File: config.mk
export PLATFORM = sky130hd
export DESIGN_NAME = collision_sweeper
export DESIGN_NICKNAME = d
export VERILOG_FILES = /design/src/rtl/collision_sweeper.sv
export SDC_FILE = /design/constraint.sdc
export NUM_CORES = 1
export LEC_CHECK = 0
export ABC_AREA = 0
export ABC_CLOCK_PERIOD_IN_PS = 2560
export BUFFER_PORTS_ARGS = -buffer_cell sky130_fd_sc_hd__buf_2
export CAP_MARGIN = 20
export CORE_MARGIN = 5
export CORE_UTILIZATION = 30
export CTS_CLUSTER_SIZE = 25
export DETAILED_ROUTE_END_ITERATION = 10
export GPL_ROUTABILITY_DRIVEN = 0
export GPL_TIMING_DRIVEN = 1
export SLEW_MARGIN = 20
export SYNTH_ARGS = -nofsm -noshare
export SYNTH_HDL_FRONTEND = slang
export SYNTH_SLANG_ARGS = --single-unit
export TNS_END_PERCENT = 10
File: constraint.sdc
create_clock -name clk_in -period 2.56 [get_ports clk_in]
set_input_delay 0.768 -clock clk_in [delete_from_list [all_inputs] [get_ports clk_in]]
set_output_delay 0.768 -clock clk_in [all_outputs]
set_load 0.01 [all_outputs]
File: src/rtl/collision_sweeper.sv
// rtl/collision_sweeper.sv - one collision pass over the lattice BRAM, feeding collision and writing results back
// Optional: define COLLISION_SWEEP_SKIP_BORDER_EN to skip border cells.
module collision_sweeper #(
    parameter int WIDTH        = 160,
    parameter int HEIGHT       = 120,
    parameter int ADDR_W       = 15,
    parameter int BRAM_LATENCY = 2,
    parameter int MAX_INFLIGHT = 32
) (
    input  logic                  clk_in,
    input  logic                  rst_in,
    input  logic                  start_in,
    output logic [ADDR_W-1:0]     rd_addr_out,
    input  logic [8:0][7:0]       rd_data_in,
    output logic [ADDR_W-1:0]     wr_addr_out,
    output logic [8:0][7:0]       wr_data_out,
    output logic                  wr_en_out,
    output logic [8:0][7:0]       coll_data_out,
    output logic                  coll_valid_out,
    input  logic [8:0][7:0]       coll_data_in,
    input  logic                  coll_done_in,
    output logic                  busy_out,
    output logic                  done_out,
    output logic                  err_out
);
    localparam int NUM_CELLS = WIDTH * HEIGHT;
    localparam int PTR_W     = $clog2(MAX_INFLIGHT);
    localparam int CNT_W     = $clog2(MAX_INFLIGHT + 1);
    localparam int COL_W     = $clog2(WIDTH + 1);
    localparam int ROW_W     = $clog2(HEIGHT + 1);

    typedef enum logic [1:0] {IDLE, ISSUE, DRAIN, DONE} state_t;

    state_t                  state, state_nx;
    logic [ADDR_W-1:0]       addr;
    logic [COL_W-1:0]        col;
    logic [ROW_W-1:0]        row;
    logic [CNT_W-1:0]        inflight;
    logic [CNT_W-1:0]        fifo_cnt;
    logic [PTR_W-1:0]        wr_ptr, rd_ptr;
    logic [ADDR_W-1:0]       fifo_mem [MAX_INFLIGHT];
    logic [BRAM_LATENCY-1:0] tag;
    logic                    border, step, issue, last, fifo_empty, pop;

`ifdef COLLISION_SWEEP_SKIP_BORDER_EN
    assign border = (row == '0) || (row == ROW_W'(HEIGHT - 1)) ||
                    (col == '0) || (col == COL_W'(WIDTH - 1));
`else
    assign border = 1'b0;
`endif

    // Border cells step the counter without consuming an inflight slot.
    assign step       = (state == ISSUE) && (border || (inflight < CNT_W'(MAX_INFLIGHT)));
    assign issue      = step && !border;
    assign last       = (addr == ADDR_W'(NUM_CELLS - 1));
    assign fifo_empty = (fifo_cnt == '0);
    assign pop        = coll_done_in && !fifo_empty;
    assign rd_addr_out = addr;

    always_ff @(posedge clk_in) begin
        if (issue) begin
            fifo_mem[wr_ptr] <= addr;
        end
    end

    always_ff @(posedge clk_in or negedge rst_in) begin
        if (!rst_in) begin
            state          <= IDLE;
            addr           <= '0;
            col            <= '0;
            row            <= '0;
            inflight       <= '0;
            fifo_cnt       <= '0;
            wr_ptr         <= '0;
            rd_ptr         <= '0;
            tag            <= '0;
            coll_data_out  <= '0;
            coll_valid_out <= 1'b0;
            wr_addr_out    <= '0;
            wr_data_out    <= '0;
            wr_en_out      <= 1'b0;
            err_out        <= 1'b0;
        end else begin
            state <= state_nx;
            if ((state == IDLE) && start_in) begin
                addr <= '0;
                col  <= '0;
                row  <= '0;
            end else if (step && !last) begin
                addr <= addr + 1'b1;
                if (col == COL_W'(WIDTH - 1)) begin
                    col <= '0;
                    row <= row + 1'b1;
                end else begin
                    col <= col + 1'b1;
                end
            end

            tag[0] <= issue;
            for (int i = 1; i < BRAM_LATENCY; i++) begin
                tag[i] <= tag[i-1];
            end
            coll_valid_out <= tag[BRAM_LATENCY-1];
            if (tag[BRAM_LATENCY-1]) begin
                coll_data_out <= rd_data_in;
            end

            // Results come back in issue order, so the FIFO head names the destination.
            wr_en_out <= pop;
            if (pop) begin
                wr_addr_out <= fifo_mem[rd_ptr];
                wr_data_out <= coll_data_in;
                rd_ptr      <= rd_ptr + 1'b1;
            end
            if (issue) begin
                wr_ptr <= wr_ptr + 1'b1;
            end
            fifo_cnt <= fifo_cnt + CNT_W'(issue) - CNT_W'(pop);
            inflight <= inflight + CNT_W'(issue) - CNT_W'(wr_en_out);
            if (coll_done_in && fifo_empty) begin
                err_out <= 1'b1;
            end
        end
    end

    always_comb begin
        state_nx = state;
        busy_out = 1'b0;
        done_out = 1'b0;
        case (state)
            IDLE: begin
                if (start_in) state_nx = ISSUE;
            end
            ISSUE: begin
                busy_out = 1'b1;
                if (step && last) state_nx = DRAIN;
            end
            DRAIN: begin
                busy_out = 1'b1;
                if (inflight == '0) state_nx = DONE;
            end
            DONE: begin
                busy_out = 1'b1;
                done_out = 1'b1;
                state_nx = IDLE;
            end
            default: state_nx = IDLE;
        endcase
    end
endmodule
==> run_results.csv <==
group,metric,value,unit
sta,setup_viol,0,
clock_tree,cts_inserted_buffers,72,
worst_setup_path,cp-start-kind,"register",
worst_setup_path,crit_path_end_kind,"register",
floorplanning,num_rows,109,
sta,tns,0,ns
cells_and_area,area_growth,24.7,%
synthesis,async_reset_ff_share,29.7,%
pwr,p_comb_share,30.3,%
status,status,"complete, no violations",
pwr,seq_power_share,40.9,%
flow_run,drv_cap,0,
grt,grt_pass1_wl,102,mm
pwr,p_leak,12.6,nW
sta,tightest_slew,0.660,ns
cells_and_area,final_area,0.0332,mm²
sta,max_freq,393,MHz
synthesis,synth_edf_count,480,
synthesis,synth_nets,1630,
worst_setup_path,cp_data_required_time,3.03,ns
pwr,p_int,0.0239,W
sta,slew_headroom,56.0,%
pwr,p_sw,0.0107,W
drt,drt_iter0_markers,1120,
clock_tree,cts_hold_buffers,0,
grt,grt_usage,14.2,%
drt,wl,69.2,mm
synthesis,synth_area_leader_cell,"edfxtp_1",
worst_setup_path,cpMaxStageDelayCell,"mux4_2",
sta,layout_setup_ws,0.0160,ns
pwr,clock_power_share,28.8,%
synthesis,yosys-top-cells-area,"edfxtp_1 54%, dfrtp_1 19%, mux4_2 6.3%",
placed_design,dp_slack,-0.253,ns
sta,fin_crit_sh,99.4,%
placed_design,hpwl,47.1,mm
cells_and_area,instances_no_fill,3125,
pwr,p_sw_share,30.9,%
synthesis,yosysUniqueCellTypes,46,
sta,slew_viol_final,0,
synthesis,ys_seq_area_share,73.2,%
pwr,peakVddDrop,0.000638,V
clock_tree,clock_latency,0.61,ns
cells_and_area,final_util,37.7,%
placed_design,place_area,0.0308,mm²
cells_and_area,layout-drive-gt1-share,40.8,%
placed_design,dp.cells,2990,
cells_and_area,final_nets,2076,
floorplanning,die_x,308,µm
synthesis,yosysWarnings,0,
worst_setup_path,cp_slowest_stage_delay,0.59,ns
synthesis,yosysTopAreaCellShare,54.1,%
floorplanning,initial_utilization,30.2,%
clock_tree,clockBufferDepth,3,
grt,overflow,0,
drt,via_per_inst,4.73,
synthesis,syn_inst,1453,
clock_tree,cts-htree-levels,3,
drt,wl_per_cell,22.1,µm
sta,clock_skew,0.0228,ns
sta,fin_crit,2.54,ns
placed_design,io_buffers,326,
drt,drc,0,
synthesis,synth-main-ff-cell,"edfxtp_1",
floorplanning,ios,327,
cells_and_area,mostFrequentLayoutCells,"480 x edfxtp_1, 325 x buf_2, 199 x dfrtp_1",
worst_setup_path,cp_max_fo,40,
drt,dr_total_vias,14800,
synthesis,avgSynthCellArea,18.3,µm²
synthesis,syn_area,0.0266,mm²
worst_setup_path,path_cells,"buf_16 -> mux4_2 -> mux2i_1 -> nor2_1 -> nor4_1 -> nor3_1",
grt,antenna_found_initial,5,
floorplanning,die-area,0.0949,mm²
floorplanning,core_region_area,0.0882,mm²
synthesis,postSynthRegisterBits,683,
cells_and_area,nFillCells,8144,
drt,first_pass_iters,5,
clock_tree,cts_tree,"done",
drt,ant_nets,0,
worst_hold_path,hold_path.class,"in -> async",
sta,hold_violations,0,
grt,grt_pass1_vias,15500,
worst_setup_path,worstPathArrival,3.01,ns
clock_tree,clk_pin_slew,0.06,ns
grt,grt_max_degree,78,
floorplanning,die_y,308,µm
cells_and_area,layout_commonest_cell,"edfxtp_1",
pwr,cellPowerDensity,1040,mW/mm²
worst_setup_path,critical_path_class,"reg -> reg",
clock_tree,root_buffer,"clkbuf_16",
clock_tree,cts_num_sinks,683,
sta,rsz0062_at_grt,"yes",
## cell usage after synthesis, types with 14 or more instances
cell,instances
a2111oi_0,15
buf_2,16
clkbuf_1,37
dfrtp_1,203
edfxtp_1,480
ha_1,27
inv_1,24
mux2_2,146
mux2i_1,121
mux4_2,75
nand2_1,18
nor2_1,99
nor3_1,17
nor4_1,15
o22ai_1,45
xnor2_1,15
xor2_1,14
## power groups by stage
stage	combinational, W	clock, W	sequential, W
after floorplan	0.00616	0	0.0146
after global placement	0.0103	0	0.0143
after detailed placement	0.0105	0	0.0144
after CTS	0.0107	0.0102	0.0142
after global routing	0.0113	0.0107	0.0143
final	0.0105	0.00998	0.0142
## area by class of cell
cell class | instances | area (µm²) | area share, %
repair buffers | 447 | 3140 | 9.46
well taps | 1165 | 1460 | 4.39
clock inverters | 33 | 264 | 0.795
diodes | 3 | 7.51 | 0.0226
multi-input cells | 671 | 6770 | 20.4
inverters | 24 | 90.1 | 0.271
clock buffers | 99 | 1990 | 6.00
flip-flops and latches | 683 | 19500 | 58.7
## timing repair
item | CTS | global route
resized for setup | 14 | 7
buffers inserted | 0 | 0
pin swaps | 0 | 1
cloned | 0 | 0
setup endpoints to repair | 9 | 109
## cells by family (layout without fill, tap and decap cells)
| kind of cell | after synthesis | in the layout | synth area share, % |
|---|---|---|---|
| compound gates | 84 | 84 | 2.22 |
| buf+inv | 99 | 603 | 1.88 |
| mux | 342 | 342 | 17.1 |
| other cells | 0 | 3 | 0 |
| xor+xnor | 29 | 29 | 0.953 |
| flops | 683 | 683 | 73.2 |
| simple gates | 187 | 187 | 3.30 |
| fa+ha+maj | 29 | 29 | 1.42 |
## flip-flops by register name, summed over array words and instances (netlist names)
name            cells
rd_addr_out        15
err_out             1
fifo_mem          480
tag                 2
wr_addr_out        15
coll_data_out      72
rd_ptr              5
wr_en_out           1
inflight            6
fifo_cnt            6
state               2
wr_data_out        72
coll_valid_out      1
wr_ptr              5
## metal layers
layer	track usage [%]	wire [µm]
met5	0	13
met4	4.32	1630
met3	3.49	5330
met2	24.1	34000
met1	18.2	28200
## final timing paths
kind | start | end | slack, ns | depth (start not counted)
min reg2reg | tag[0]$_DFF_PN0_ | tag[1]$_DFF_PN0_ | 0.37 | 0
max in group asynchronous | rst_in | wr_data_out[56]$_DFFE_PN0P_ | 1.73 | 2
max | rd_ptr[0]$_DFFE_PN0P_ | wr_addr_out[6]$_DFFE_PN0P_ | 0.02 | 6
min in group clk_in | tag[0]$_DFF_PN0_ | tag[1]$_DFF_PN0_ | 0.37 | 0
max reg2reg | rd_ptr[0]$_DFFE_PN0P_ | wr_addr_out[6]$_DFFE_PN0P_ | 0.02 | 6
min | rst_in | wr_data_out[66]$_DFFE_PN0P_ | 0.18 | 1
## metrics by stage
step / power (W) / hold WS, ns
floorplan: 0.0207 / 0.331
global placement: 0.0247 / 0.349
detailed placement: 0.0249 / 0.361
CTS: 0.0351 / 0.166
global route: 0.0364 / 0.209
finish: 0.0346 / 0.185
## critical path: cells and delay by family (launching register included)
kind,cells,cell delay (ns)
mux,2,0.90
buf+inv,1,0.26
flops,1,0.45
simple gates,3,0.70
Power figures use the tool's default switching activity.
